[config.mk]
export PLATFORM = sky130hd
export DESIGN_NAME = fetch_ctrl
export DESIGN_NICKNAME = d
export VERILOG_FILES = /design/src/rtl/fetch_ctrl.sv
export SDC_FILE = /design/constraint.sdc
export NUM_CORES = 1
export LEC_CHECK = 0
export ABC_AREA = 1
export CAP_MARGIN = 20
export CELL_PAD_IN_SITES_DETAIL_PLACEMENT = 1
export CELL_PAD_IN_SITES_GLOBAL_PLACEMENT = 2
export CORE_UTILIZATION = 24
export DETAILED_ROUTE_END_ITERATION = 8
export PLACE_DENSITY_LB_ADDON = 0.1
export SLEW_MARGIN = 10
export SYNTH_ARGS = -nofsm -noshare
export SYNTH_HDL_FRONTEND = slang
export SYNTH_SLANG_ARGS = --single-unit
[constraint.sdc]
create_clock -name clk -period 1.8 [get_ports clk]
set_input_delay 0.27 -clock clk [delete_from_list [all_inputs] [get_ports clk]]
set_output_delay 0.27 -clock clk [all_outputs]
set_load 0.05 [all_outputs]
[src/rtl/fetch_ctrl.sv]
// Fetch-stage sequencer: owns the fetch PC, gates bundle pushes to the
// decode queue and runs the icache miss/refill handshake.
module fetch_ctrl #(
  parameter logic [31:0] RESET_PC   = 32'hBFC0_0000,
  parameter int          LINE_BYTES = 16
) (
  input  logic        clk,
  input  logic        rst,
  output logic [31:0] pc,
  input  logic        pc_check_enable,
  input  logic [31:0] pc_check_new,
  input  logic [2:0]  valid_number,
  input  logic        icache_hit,
  input  logic        dq_ready,
  output logic        bundle_valid,
  output logic [2:0]  bundle_count,
  input  logic        redirect_valid,
  input  logic [31:0] redirect_pc,
  output logic        refill_req,
  output logic [31:0] refill_addr,
  input  logic        refill_ack,
  output logic [15:0] miss_count
);

  localparam int OFF = $clog2(LINE_BYTES);

  typedef enum logic [1:0] {
    BOOT,
    RUN,
    MISS,
    MISS_FLUSH
  } state_t;

  state_t      state;
  logic [31:0] pending_pc;
  logic [31:0] rpc_a;
  logic [31:0] pcn_a;
  logic [31:0] seq_pc;
  logic [31:0] line_addr;

  assign rpc_a     = {redirect_pc[31:2], 2'b00};
  assign pcn_a     = {pc_check_new[31:2], 2'b00};
  assign seq_pc    = pc + {27'd0, valid_number, 2'b00};
  assign line_addr = {pc[31:OFF], {OFF{1'b0}}};

  assign bundle_valid = (state == RUN) & icache_hit
                      & ~redirect_valid;
  assign bundle_count = bundle_valid ? valid_number : 3'd0;

  always_ff @(posedge clk) begin
    if (rst) begin
      state       <= BOOT;
      pc          <= RESET_PC;
      pending_pc  <= 32'd0;
      refill_req  <= 1'b0;
      refill_addr <= 32'd0;
      miss_count  <= 16'd0;
    end else begin
      unique case (state)
        BOOT: begin
          state <= RUN;
          if (redirect_valid) pc <= rpc_a;
        end
        RUN: begin
          if (redirect_valid) begin
            pc <= rpc_a;
          end else if (!icache_hit) begin
            state       <= MISS;
            refill_req  <= 1'b1;
            refill_addr <= line_addr;
            if (miss_count != 16'hFFFF)
              miss_count <= miss_count + 16'd1;
          end else if (dq_ready) begin
            pc <= pc_check_enable ? pcn_a : seq_pc;
          end
        end
        MISS: begin
          if (refill_ack) begin
            state      <= RUN;
            refill_req <= 1'b0;
            if (redirect_valid) pc <= rpc_a;
          end else if (redirect_valid) begin
            pending_pc <= rpc_a;
            state      <= MISS_FLUSH;
          end
        end
        MISS_FLUSH: begin
          // refill always completes; youngest redirect wins
          if (refill_ack) begin
            state      <= RUN;
            refill_req <= 1'b0;
            pc <= redirect_valid ? rpc_a : pending_pc;
          end else if (redirect_valid) begin
            pending_pc <= rpc_a;
          end
        end
        default: state <= BOOT;
      endcase
    end
  end

endmodule

# Word-level counts from Yosys, hierarchy flattened
# Index checks and enable logic that the tools add are counted.
# word_totals
register_bits	111
in_bits	74
output_inout_bits	85
elab_cells	54
# classes
n_addsub	2
n_eq_ne	12
muxes	20
bitwise_logic	5
reduce_logical	9
# op_table
op	n
32-bit 2-to-1 mux	8
32-bit one-hot mux with 4 select lines	1
32-bit by 5-bit adder with 32-bit output	1
16-bit by 1-bit adder with 16-bit output, second input constant	1
16-bit != test, second input constant	1
4-bit AND reduction	4
2-bit 2-to-1 mux	5
3-bit != test, second input constant	3
2-bit != test, second input constant	4
2-bit one-hot mux with 4 select lines	1
2-bit equality test, second input constant	2
1-bit 2-to-1 mux	3
3-bit 2-to-1 mux	1
1-bit inverter	3
3-bit AND reduction	1
1-bit AND	2
2-bit by 1-bit equality test with 1-bit output, second input constant	1
2-bit zero test	1
2-bit by 1-bit != test with 1-bit output, second input constant	1
1-bit one-hot mux with 2 select lines	1
2-bit AND reduction	1
2-bit nonzero test	1
2-bit OR reduction	1

# Depth between registers and ports, before layout
# depth
word_depth	6
depth_mapped	16
mapped_depth_nobuf	16

# Worst setup path after synthesis
# Ideal clock, no wire load.
# synth_path
path_type	flip-flop to output port
start	register state[1]
end	output port bundle_count[0]
t_arrival_ns	2.634
setup_slack_ns	-1.104
path_stages_with_launch	11
path_buffers	2
path_cell_list	dfxtp_1 inv_1 ha_1 buf_4 inv_2 nor2_4 inv_1 buf_6 nor2_1 inv_1 nor2_1
# synth_via
elab_chain_cells	4
# synth_lines
item	line	source
start, declared	34	state_t state;
start signal, assigned	52	state <= BOOT;
start signal, assigned	61	state <= RUN;
start signal, assigned	68	state <= MISS;
2-bit by 1-bit equality test with 1-bit output	46	assign bundle_valid = (state == RUN) & icache_hit
1-bit AND	46	
1-bit AND	47	& ~redirect_valid;
via bundle_valid	15	output logic bundle_valid,
3-bit 2-to-1 mux	48	assign bundle_count = bundle_valid ? valid_number : 3'd0;
end, declared	16	output logic [2:0] bundle_count,
# The timed path passes the listed nets, and every way through them passes these cells.

# Final worst setup path
# layout_path
start	register state[0]
end	output port bundle_count[1]
# layout_via
elab_chain_cells	4
# layout_lines
item	line
2-bit by 1-bit equality test with 1-bit output	46
1-bit AND	46
1-bit AND	47
3-bit 2-to-1 mux	48
# Every way passes these cells.

==> metrics.txt <==
# TYPE chip_impl_metric gauge
chip_impl_info{name="clock-root-buffer",value="clkbuf_16"} 1
chip_impl_info{name="worst_setup_path_start_kind",value="flop"} 1
chip_impl_metric{name="placed_cells",unit=""} 1557
chip_impl_metric{name="overflow",unit=""} 0
chip_impl_metric{name="post_synthesis_mux_area_share",unit=""} 0
chip_impl_metric{name="layout_worst_path_cycle_share",unit=""} 1.14
chip_impl_metric{name="power.switching",unit="mW"} 6.81
chip_impl_metric{name="setup_viol",unit=""} 46
chip_impl_metric{name="pwr-share-seq",unit=""} 0.249
chip_impl_metric{name="fin_ws",unit="ps"} -247
chip_impl_info{name="rsz0062_at_grt",value="yes"} 1
chip_impl_metric{name="slew_viol_final",unit=""} 0
chip_impl_metric{name="cellInternalPower",unit="mW"} 7.72
chip_impl_info{name="violations",value="negative setup slack"} 1
chip_impl_metric{name="groute.usage.overall",unit=""} 0.208
chip_impl_metric{name="worst_hold_slack",unit="ps"} 460
chip_impl_metric{name="routed_wire_length_per_instance",unit="µm"} 18.0
chip_impl_metric{name="critPathMaxFanout",unit=""} 3
chip_impl_metric{name="antennaDiodeCount",unit=""} 0
chip_impl_metric{name="ys_seq_elements",unit=""} 111
chip_impl_metric{name="vias_in_the_first_global_route",unit=""} 7388
chip_impl_metric{name="boundaryPins",unit=""} 159
chip_impl_metric{name="power_density",unit="nW/µm²"} 1390
chip_impl_metric{name="grt_antenna_before_repair",unit=""} 0
chip_impl_info{name="ys_dominant_reg_cell",value="dfxtp_1"} 1
chip_impl_metric{name="start_util",unit=""} 0.244
chip_impl_metric{name="worst_clock_skew",unit="ps"} 18.9
chip_impl_metric{name="gp_congestion",unit=""} 0.816
chip_impl_info{name="worst-setup-path-type",value="flop to primary output"} 1
chip_impl_metric{name="critPathRequiredTime",unit="ps"} 1530
chip_impl_info{name="netlist.top_cell.by_area",value="dfxtp_1"} 1
chip_impl_metric{name="synthDominantCellAreaShare",unit=""} 0.349
chip_impl_metric{name="synth_cells",unit=""} 967
chip_impl_metric{name="final_net_count",unit=""} 1349
chip_impl_metric{name="width_of_the_die",unit="µm"} 165
chip_impl_metric{name="final.min_clock_period",unit="ps"} 2050
chip_impl_metric{name="comb_power_share",unit=""} 0.609
chip_impl_metric{name="synth_compound_area_frac",unit=""} 0.225
chip_impl_metric{name="io_buffers",unit=""} 150
chip_impl_metric{name="finalHoldViolCount",unit=""} 0
chip_impl_metric{name="p_sw_frac",unit=""} 0.469
chip_impl_metric{name="dr.first_iter.drc_count",unit=""} 346
chip_impl_metric{name="syn_to_final_growth",unit="%"} 64.8
chip_impl_metric{name="clkLatencyLatePin",unit="ps"} 370
chip_impl_info{name="run_status",value="finished with violations"} 1
chip_impl_info{name="setup.worst_path.end_class",value="primary output"} 1
chip_impl_info{name="yosys-top-cells-count",value="nand2_1, nor2_1, dfxtp_1"} 1
chip_impl_metric{name="routed-via-count",unit=""} 7586
chip_impl_info{name="synthTopCellsByArea",value="dfxtp_1, nand2_1, o21ai_0"} 1
chip_impl_metric{name="unique_masters_post_synth",unit=""} 49
chip_impl_metric{name="worstMarginPinSlew",unit="ps"} 499
chip_impl_metric{name="post_drt_antenna_nets",unit=""} 0
chip_impl_info{name="largest_family_of_logic_cells_by_synthesized_area",value="simple AND/OR/NAND/NOR gates"} 1
chip_impl_metric{name="clkSlewWorstSetupHoldPaths",unit="ps"} 80
chip_impl_metric{name="die_h",unit="µm"} 165
chip_impl_metric{name="drive_gt1_frac",unit=""} 0.334
chip_impl_metric{name="detailed_place_hpwl",unit="µm"} 21300
chip_impl_metric{name="yosys_warnings",unit=""} 0
chip_impl_metric{name="maxCapViolCount",unit=""} 0
chip_impl_metric{name="vdd.ir_drop.worst",unit="mV"} 0.619
chip_impl_metric{name="relSlewSlack",unit=""} 0.667
chip_impl_metric{name="global_route_wire_length_before_repair",unit="µm"} 42400
chip_impl_metric{name="dieArea",unit="µm²"} 27200
chip_impl_metric{name="post-route-drc-count",unit=""} 0
chip_impl_metric{name="grt_max_degree",unit=""} 46
chip_impl_metric{name="synthSimpleGateAreaFrac",unit=""} 0.285
chip_impl_metric{name="clock_sink_count",unit=""} 111
chip_impl_metric{name="synth_area_per_cell",unit="µm²"} 6.58
chip_impl_metric{name="leakage_dissipation",unit="nW"} 4.48
chip_impl_metric{name="viasPerCell",unit=""} 4.72
chip_impl_metric{name="max_freq",unit="MHz"} 489
chip_impl_metric{name="core_area",unit="µm²"} 26100
chip_impl_metric{name="asyncSetResetFlopFracSynth",unit=""} 0
chip_impl_metric{name="final-instance-count-excl-fill",unit=""} 1606
chip_impl_metric{name="placement_rows",unit=""} 59
chip_impl_metric{name="pwr-share-clk",unit=""} 0.142
chip_impl_metric{name="synth_area",unit="µm²"} 6370
chip_impl_metric{name="detail_route.wirelength",unit="µm"} 28900
chip_impl_metric{name="cp_data_arrival_time",unit="ps"} 1780
chip_impl_metric{name="number_of_enable_flip_flop_cells_after_synthesis",unit=""} 0
chip_impl_info{name="cts_tree",value="yes"} 1
chip_impl_info{name="cell_with_the_most_instances_after_synthesis",value="nand2_1"} 1
chip_impl_metric{name="cts_htree_levels",unit=""} 3
chip_impl_metric{name="first_pass_iters",unit=""} 5
chip_impl_info{name="min_path_type",value="flop to flop"} 1
chip_impl_metric{name="cts_inserted_buffers",unit=""} 9
chip_impl_metric{name="synth_sequential_area_ratio",unit=""} 0.349
chip_impl_metric{name="maximum_buffer_depth_of_the_clock_tree",unit=""} 2
chip_impl_metric{name="post_synth_xor_area_fraction",unit=""} 0.0261
chip_impl_metric{name="synth_fa_ha_area_frac",unit=""} 0.0189
-- flip-flops by register name (all words and copies together), names as in the netlist --
name         cells
pc              32
pending_pc      32
refill_addr     28
miss_count      16
state            2
refill_req       1
-- critical path, cell delays in order, from the launching register on --
cell and delay [ps]:
dfxtp_2 360, buf_6 100, ha_4 150, inv_6 40, nor2_4 90, inv_2 50
buf_6 110, nor2_4 170, inv_4 80, nor2_4 100, buf_12 140
-- path summary, 6_finish.rpt --
kind	from	to	slack, ps	cells after the start
max	state[0]	bundle_count[1]	-250	10
min	pending_pc[4]	pending_pc[4]	460	2
max reg2reg	pc[2]	pc[26]	-220	13
min reg2reg	pending_pc[4]	pending_pc[4]	460	2
-- timing repair --
action / in CTS / in global routing
buffers inserted: 17 / 15
hold buffers: 0 / 0
endpoints found under the hold margin: 0 / 0
pin swaps: 17 / 29
resized for setup: 88 / 109
endpoints found under the setup margin: 41 / 82
cloned: 3 / 3
-- cells by family after synthesis --
group | count (synthesis)
xor gates and xnor gates | 19
DFF | 111
other | 1
and+or+nand+nor | 433
buffers and inverters | 137
adders and majority gates | 9
AOI/OAI and AO/OA | 257
-- metrics by stage --
stage	utilization	cell area [µm²]	setup TNS, ps	worst slack [ps]	power (mW)
after floorplan	-	6500	-1520	-217	7.51
after global placement	0.355	9250	-26300	-622	10.9
after detailed placement	0.355	9250	-27220	-643	10.9
after CTS	0.386	10100	-3640	-243	14.1
after global routing	0.403	10500	-10510	-358	15.4
final	0.403	10500	-5910	-247	14.5
-- layout make-up --
cell class / count / area, µm²
clock buffers: 11 / 243
clock inverters: 5 / 40.0
fillers: 3234 / 15600
inverters: 82 / 350
multi-input cells: 722 / 4070
flip-flops and latches: 111 / 2260
well taps: 335 / 419
repair buffers: 340 / 3100
-- metal layers --
| layer | wire, µm | track usage | vias up |
|---|---|---|---|
| met5 | 0 | 0 | - |
| met4 | 380 | 0.0446 | 0 |
| met2 | 13300 | 0.331 | 139 |
| li1 | - | - | 3798 |
| met1 | 14200 | 0.296 | 3631 |
| met3 | 964 | 0.0286 | 18 |
-- power groups by stage --
stage	clock (mW)	combinational, mW	sequential, mW
floorplan	0	2.58	4.93
global placement	0	7.23	3.63
detailed placement	0	7.25	3.64
CTS	2.14	8.33	3.59
global route	2.23	9.43	3.69
finish	2.06	8.85	3.62
-- layout by cell type (no fill, tap or decap), drive strengths merged, types with 4 or more instances in the layout --
cell           synthesis  final
ha                     8      8
conb                   1      4
nand3                 36     36
xor2                  12     12
nor2                 133    133
buf                   22    263
o21ai                103    103
nand2                238    238
dfxtp                111    111
a21oi                 94     94
clkbuf                33     14
inv                   82     83
a31oi                 20     20
xnor2                  7      7
o211ai                12     12
clkdlybuf4s50          0     66
dlygate4sd2            0      5
nand4                  9      9
nor3                   8      8
a211oi                12     12
Power figures use the tool's default switching activity.
